--- config.mk ---
export PLATFORM = sky130hd
export DESIGN_NAME = fetch_stage
export DESIGN_NICKNAME = d
export VERILOG_FILES = /design/src/rtl/riscv_pkg.sv /design/src/rtl/fetch_fifo.sv /design/src/rtl/fetch_stage.sv
export SDC_FILE = /design/constraint.sdc
export NUM_CORES = 1
export LEC_CHECK = 0
export CAP_MARGIN = 20
export CORE_MARGIN = 1
export CORE_UTILIZATION = 28
export CTS_CLUSTER_DIAMETER = 100
export DETAILED_ROUTE_END_ITERATION = 6
export MAX_ROUTING_LAYER = met4
export PLACE_DENSITY = 0.44
export SYNTH_ARGS = -nofsm -noshare
export SYNTH_HDL_FRONTEND = slang
export SYNTH_SLANG_ARGS = --single-unit
--- constraint.sdc ---
create_clock -name clk -period 5.32 [get_ports clk]
set_clock_uncertainty 0.15 [all_clocks]
set_input_delay 1.064 -clock clk [delete_from_list [all_inputs] [get_ports clk]]
set_output_delay 1.064 -clock clk [all_outputs]
set_load 0.03 [all_outputs]
--- src/rtl/riscv_pkg.sv ---
// Shared fetch-side constants and the IF/ID buffer entry type.
package riscv_pkg;

    localparam logic [31:0] NOP_INSN = 32'h0000_0013;
    localparam logic [31:0] RESET_PC = 32'h0000_0000;

    typedef struct packed {
        logic [31:0] pc;
        logic [31:0] instr;
    } fetch_entry_t;

endpackage

--- src/rtl/fetch_fifo.sv ---
// Small synchronous FIFO with flush; DEPTH must be a power of two >= 2.
module fetch_fifo #(
    parameter int  DEPTH = 2,
    parameter type T     = logic [31:0]
) (
    input  logic                     clk,
    input  logic                     rst,
    input  logic                     flush,
    input  logic                     push,
    input  T                         din,
    input  logic                     pop,
    output T                         dout,
    output logic [$clog2(DEPTH):0]   count,
    output logic                     full,
    output logic                     empty
);

    localparam int AW = $clog2(DEPTH);

    T [DEPTH-1:0]  mem;
    logic [AW-1:0] wptr, rptr;
    logic          do_push, do_pop;

    assign full    = (count == (AW+1)'(DEPTH));
    assign empty   = (count == '0);
    assign do_push = push && !full && !flush;
    assign do_pop  = pop && !empty && !flush;
    assign dout    = mem[rptr];

    always_ff @(posedge clk) begin
        if (do_push) mem[wptr] <= din;
    end

    always_ff @(posedge clk or posedge rst) begin
        if (rst) begin
            wptr  <= '0;
            rptr  <= '0;
            count <= '0;
        end else if (flush) begin
            wptr  <= '0;
            rptr  <= '0;
            count <= '0;
        end else begin
            if (do_push) wptr <= wptr + AW'(1);
            if (do_pop)  rptr <= rptr + AW'(1);
            count <= count + (AW+1)'(do_push) - (AW+1)'(do_pop);
        end
    end

endmodule

--- src/rtl/fetch_stage.sv ---
// Instruction fetch: PC, in-order imem req/gnt/rvalid, response buffer and IF/ID register.
module fetch_stage #(
    parameter logic [31:0] RESET_PC = riscv_pkg::RESET_PC,
    parameter logic [31:0] NOP_INSN = riscv_pkg::NOP_INSN,
    parameter int          DEPTH    = 2
) (
    input  logic        clk,
    input  logic        rst,
    input  logic        stall_i,
    input  logic        redirect_i,
    input  logic [31:0] redirect_pc_i,
    output logic        imem_req_o,
    output logic [31:0] imem_addr_o,
    input  logic        imem_gnt_i,
    input  logic        imem_rvalid_i,
    input  logic [31:0] imem_rdata_i,
    output logic [31:0] pc_o,
    output logic [31:0] instr_o,
    output logic        instr_valid_o
);

    import riscv_pkg::*;

    localparam int            AW      = $clog2(DEPTH);
    localparam logic [AW+1:0] LIMIT   = (AW+2)'(DEPTH);
    localparam logic [AW:0]   CNT_ONE = 1;

    logic [31:0]   pc_q, rsp_pc;
    logic [AW:0]   discard_q, out_cnt, buf_cnt;
    logic [AW+1:0] inflight;
    logic          aq_full, aq_empty, buf_full, buf_empty;
    logic          fire, rsp_ok, rsp_live, rsp_drop, bypass, buf_push, buf_pop;
    fetch_entry_t  buf_head, rsp_entry;
    logic          unused_ok;

    // Every outstanding request owns a buffer slot in advance, so the buffer never overflows.
    assign inflight    = {1'b0, out_cnt} + {1'b0, buf_cnt};
    assign imem_req_o  = !rst && !redirect_i && !aq_full && (inflight < LIMIT);
    assign imem_addr_o = pc_q;
    assign fire        = imem_req_o && imem_gnt_i;

    assign rsp_ok    = imem_rvalid_i && !aq_empty;
    assign rsp_live  = rsp_ok && (discard_q == '0);
    assign rsp_drop  = rsp_ok && (discard_q != '0);
    assign bypass    = rsp_live && buf_empty && !stall_i && !redirect_i;
    assign buf_push  = rsp_live && !bypass;
    assign buf_pop   = !redirect_i && !stall_i && !buf_empty;
    assign rsp_entry = '{pc: rsp_pc, instr: imem_rdata_i};
    assign unused_ok = buf_full;

    fetch_fifo #(.DEPTH(DEPTH), .T(logic [31:0])) u_addr_q (
        .clk   (clk),
        .rst   (rst),
        .flush (1'b0),
        .push  (fire),
        .din   (pc_q),
        .pop   (rsp_ok),
        .dout  (rsp_pc),
        .count (out_cnt),
        .full  (aq_full),
        .empty (aq_empty)
    );

    fetch_fifo #(.DEPTH(DEPTH), .T(fetch_entry_t)) u_ibuf (
        .clk   (clk),
        .rst   (rst),
        .flush (redirect_i),
        .push  (buf_push),
        .din   (rsp_entry),
        .pop   (buf_pop),
        .dout  (buf_head),
        .count (buf_cnt),
        .full  (buf_full),
        .empty (buf_empty)
    );

    always_ff @(posedge clk or posedge rst) begin
        if (rst) begin
            pc_q          <= RESET_PC;
            discard_q     <= '0;
            pc_o          <= '0;
            instr_o       <= NOP_INSN;
            instr_valid_o <= 1'b0;
        end else begin
            // Everything still in flight at a redirect belongs to the old stream.
            if (redirect_i) begin
                pc_q      <= {redirect_pc_i[31:2], 2'b00};
                discard_q <= out_cnt - (rsp_ok ? CNT_ONE : '0);
            end else begin
                if (fire)     pc_q      <= pc_q + 32'd4;
                if (rsp_drop) discard_q <= discard_q - CNT_ONE;
            end

            if (redirect_i) begin
                pc_o          <= '0;
                instr_o       <= NOP_INSN;
                instr_valid_o <= 1'b0;
            end else if (!stall_i) begin
                if (!buf_empty) begin
                    pc_o          <= buf_head.pc;
                    instr_o       <= buf_head.instr;
                    instr_valid_o <= 1'b1;
                end else if (bypass) begin
                    pc_o          <= rsp_pc;
                    instr_o       <= imem_rdata_i;
                    instr_valid_o <= 1'b1;
                end else begin
                    pc_o          <= '0;
                    instr_o       <= NOP_INSN;
                    instr_valid_o <= 1'b0;
                end
            end
        end
    end

endmodule

======== Word level (Yosys, flattened, before mapping) ========
Cells that the tools add are included.
word-level totals
  output and inout bits ................... 98
  input bits .............................. 70
  register bits ........................... 299
operators by class
  muxes and demuxes ....................... 32
  reduce and logical (&&, ||, !) cells .... 37
  equal/unequal tests ..................... 3
  add/sub/neg operators ................... 12
  $lt $le $gt $ge ......................... 7
operator list
  cell                     number
  $mux W32                 13
  $mux W64                 3
  $bwmux W128              1
  $bwmux W64               1
  $demux W64 S1            1
  $add A32 B3 Y32 const B  1
  $demux W32 S1            1
  $logic_and A1 B1 Y1      21
  $reduce_bool A2 Y1       5
  $mux W1                  9
  $logic_not A1 Y1         8
  $lt A1 B2 Y1 const B     4
  $logic_not A2 Y1         3
  $mux W2                  3
  $sub A2 B1 Y2            3
  $add A1 B1 Y1 const B    4
  $add A2 B1 Y2            2
  $eq A2 B2 Y1 const B     2
  $add A2 B2 Y3            1
  $lt A3 B2 Y1 const B     1
  $ge A1 B1 Y1 const B     2
  $ne A2 B1 Y1 const B     1
  $sub A2 B1 Y2 const B    1

======== Longest topological paths before layout ========
  depth in word-level cells ............... 14
  depth in mapped cells ................... 12

======== Hierarchy ========
A second synthesis with hierarchy kept.
unflattened totals
  cell total of the unflattened synthesis .. 813
  area, all modules ....................... 12358.1 um^2
modules (own cells, without submodules)
  module                 area each (um^2)  instances  cells an instance  seq. area each (um^2)
  fetch_fifo (u_ibuf)    5087.4            1          226                3943.8
  fetch_stage            4672.0            1          460                2431.1
  fetch_fifo (u_addr_q)  2598.7            1          127                2021.9

======== Worst setup path before layout ========
OpenSTA, ideal clock, no wires.
  kind .................................... input to register
  from .................................... input port stall_i
  to ...................................... register u_ibuf.mem[0] (netlist bit), enable pin
  stages on the path ...................... 5
  required time ........................... 4.611 ns
  path slack .............................. -1.325 ns
  path buffers ............................ 1
  arrival time ............................ 5.937 ns
  cells stage by stage .................... clkbuf_1 -> inv_1 -> o21ai_0 -> nand3_1 -> nor3_1
on the way
  longest elaborated chain between the ends .. 7
ends and longest elaborated chain
  item                              RTL line           source
  start, declared                   fetch_stage.sv:9   input logic stall_i,
  $logic_not A1 Y1                  n/a
  $logic_and A1 B1 Y1 (2 in a row)  fetch_stage.sv:45  assign bypass = rsp_live && buf_empty && !stall_i && !redirect_i;
  $logic_not A1 Y1                  fetch_stage.sv:46  assign buf_push = rsp_live && !bypass;
  $logic_and A1 B1 Y1               fetch_stage.sv:46
  $logic_and A1 B1 Y1 (2 in a row)  fetch_fifo.sv:26   assign do_push = push && !full && !flush;
  end signal, assigned by index     fetch_fifo.sv:31   if (do_push) mem[wptr] <= din;
  end, declared                     fetch_fifo.sv:20   T [DEPTH-1:0] mem;
Every way passes these cells.
A chain may end at the register's enable or synchronous reset.

======== Worst setup path in the final report ========
  from .................................... register u_ibuf.count[0]
  to ...................................... output port imem_req_o
on the way
  longest elaborated chain between the ends .. 3
ends and longest elaborated chain
  item                    RTL line           source
  start, declared         fetch_fifo.sv:13   output logic [$clog2(DEPTH):0] count,
  start signal, assigned  fetch_fifo.sv:46   count <= count + (AW+1)'(do_push) - (AW+1)'(do_pop);
  $add A2 B2 Y3           fetch_stage.sv:37  assign inflight = {1'b0, out_cnt} + {1'b0, buf_cnt};
  $lt A3 B2 Y1            fetch_stage.sv:38  assign imem_req_o = !rst && !redirect_i && !aq_full && (inflight < LIMIT);
  $logic_and A1 B1 Y1     fetch_stage.sv:38
  end, declared           fetch_stage.sv:12  output logic imem_req_o,
Every way passes these cells.

==> run metrics <==
status finished, final reports clean; number of flops mapped to enable cells by yosys 184; combinational power share 15.5%; post-cts resize count 0; # IOs 168; H-tree depth 2; switching power 1.643 mW; endpoint class of the critical path output pin; Max-cap violations 0; Filler cells 3976; switching part of the total power 26.85%; DR iter-0 viols 422; RSZ-0062 raised after global routing no; vias in the first global route 7530; first-pass GRT wire length 48240 um; Post-synth ARST share 36.11%; max frequency 0.2437 GHz; startpoint types register; core area 0.04092 mm2; post-synth top area cell edfxtp_1; Area after DPL 0.01394 mm2; Placer Congestion 0.7591; routed wire length per instance 21.08 um; clk sinks 288; CP Data Required Time 4110 ps; Pwr Density 405.4 mW/mm2; Inserted Diodes 0; pre-CTS worst setup slack 1245 ps; multi-input logic area 0.003253 mm2; Setup violations, final 0; Pre-antenna DRT Iters 5; Reg area 0.008135 mm2; Data arrival, critical path 2890 ps; Initial Util 28.46%; worst path cell trace inv_1 -> nor2_1 -> fa_1 -> or4_1 -> nor2_1 -> clkdlybuf4s50_1; deepest clock path buffer count 3; Vias 7335; sequential share of power 45.1%; synthesis-stage register bit count 288; total CTS buffers 35; Final min period 4103 ps; Lkg Pwr 5.422 nW; Antenna Nets Post-Route 0; Global Route Usage Sum 15.91%; Min-Delay Path Class register to register; Slew @ Worst Pin 935.6 ps; Clock Latency Late Sink 540 ps; Internal Pwr Total 4.477 mW; final setup margin 1217 ps; Main synth FF type edfxtp_1; Worst Reg-to-Reg Cells 11; CP most frequent cell nor2_1; peak supply drop 0.1411 mV; Via density 4.797; Die Y 205.9 um; post-CTS setup buffers 0; CTS root buf clkbuf_16; WL final 32230 um; Mapped Area 0.01165 mm2; Slew Limit Fails 0; Nets 1048; Post-DP HPWL 19810 um; Clk pwr share 39.4%; kind of critical path register to output pin; max incr delay on CP 680 ps; worst hold stages 1; setup tns final 0 ps; clk slew on worst S/H paths 60 ps; number of distinct library cells after synthesis 54; crit-path max FO 3; Die Wd 205.9 um; FP Rows 74; period utilisation layout 77.13%; DRC 0; synth warn 0; total grt overflow 0; largest net degree at the start of global routing 51; area share of the largest cell type after synthesis 47.44%; synth-to-layout area growth 29.63%; Design Area, Final 0.01510 mm2; sequential area share after synthesis 69.82%; Area contributors post-synth edfxtp_1, dfrtp_1, mux2i_1; syn avg cell area 14.56 um2; Port Buffers 163; max_slew headroom 37.63%; CTS tree built; Mapped Cells 800; hold buffer count at CTS 0; initial antenna violation count 0; Slowest-stage cell, CP clkdlybuf4s50_1; Final Hold Fails 0; share of layout cells above drive strength 1 11.74%; die area 0.04241 mm2
## synth_stat cells, drive strengths merged, types with 2 or more instances
cell type	instances
o311ai	6
dfstp	3
edfxtp	184
dfrtp	101
and2	6
ha	7
mux2i	61
a21o	4
o31ai	2
nand2	33
nor4	5
nand4	12
o22ai	3
mux2	33
nand3	15
o21ai	25
nor2b	3
xor2	2
or3	3
inv	18
and3	6
or4	4
nor2	88
a221o	59
and4	7
a22oi	6
xnor2	9
a31oi	2
a41oi	2
o211ai	7
nor3	7
buf	19
clkbuf	30
a21oi	14
## registers in the layout, indices dropped and copies added, names as in the netlist, 2 cells and up
| register | cells |
|---|---|
| u_ibuf.count | 2 |
| imem_addr_o | 30 |
| u_ibuf.mem | 124 |
| pc_o | 31 |
| u_addr_q.mem | 60 |
| instr_o | 32 |
| discard_q | 2 |
| u_addr_q.count | 2 |
## metrics by stage
| stage | util, % | hold WS, ps | cells | total power [mW] |
|---|---|---|---|---|
| 3_3_place_gp | 34.05 | 341.6 | 1465 | 3.765 |
| 3_5_place_dp | 34.05 | 348.9 | 1465 | 3.773 |
| 4_1_cts | 36.89 | 360.9 | 1529 | 6.222 |
| 5_1_grt | 36.89 | 368.2 | 1529 | 6.402 |
| 2_1_floorplan | - | 310.3 | 801 | 3.342 |
| 6_report | 36.89 | 354.7 | 1529 | 6.120 |
## per-layer routing
metal / part of all wire (%) / vias up / routed length (um) / track usage (%)
li1: - / 3417 / - / -
met1: 44 / 3706 / 14210 / 20.16
met2: 49 / 164 / 15750 / 25.32
met3: 5.0 / 48 / 1627 / 3.784
met4: 2.0 / 0 / 642 / 4.491
met5: 0 / - / 0 / -
## layout make-up
cell class,count,area share [%]
clock buffers,49,6.423
inverters,18,0.4641
clock inverters,15,1.268
repair buffers,181,12.00
well taps,532,4.409
multi-input cells,446,21.55
flip-flops and latches,288,53.89
## critical path, delay by kind of cell (launching register included)
family,cells,cell delay (ps)
buffers and inverters,2,780
AND/OR/NAND/NOR,3,720
adder cells (fa/ha/maj),1,440
flip-flops,1,410
## cell families after synthesis
family | Yosys count | synth area share [%]
compound gates | 139 | 9.594
xor+xnor | 11 | 0.8273
fa+ha+maj | 8 | 0.9239
buf+inv | 67 | 2.643
flops | 288 | 69.82
mux | 94 | 8.434
other cells | 1 | 0.03220
simple gates | 192 | 7.725
## power by group through the flow
stage	Sequential (mW)	Clock, mW	Combinational [mW]
after floorplan	2.85	0	0.489
after global placement	2.81	0	0.960
after detailed placement	2.81	0	0.963
after CTS	2.77	2.49	0.971
after global routing	2.79	2.58	1.04
final	2.76	2.41	0.950
## final timing paths
path	from	end	slack [ps]
worst max-delay path	u_ibuf.count[0]$_DFF_PP0_	imem_req_o	1220
min in group asynchronous	rst	u_addr_q.count[0]$_DFF_PP0_	920
worst max register to register	u_ibuf.count[0]$_DFF_PP0_	imem_addr_o[13]$_DFFE_PP0N_	1800
max in group asynchronous	rst	instr_o[0]$_DFFE_PP1P_	3210
worst min-delay path	pc_o[26]$_DFFE_PP0P_	pc_o[26]$_DFFE_PP0P_	350
worst min register to register	pc_o[26]$_DFFE_PP0P_	pc_o[26]$_DFFE_PP0P_	350
## cell usage in the layout, fill, tap and decap left out, drive strengths merged, types with 19 or more instances in the layout
cell type and n:
edfxtp 184, clkdlybuf4s50 162, dfrtp 101, nor2 88, mux2i 61, a221o 59, clkbuf 49, nand2 33
mux2 33, o21ai 25, inv 19, buf 19
Power figures use the tool's default switching activity.
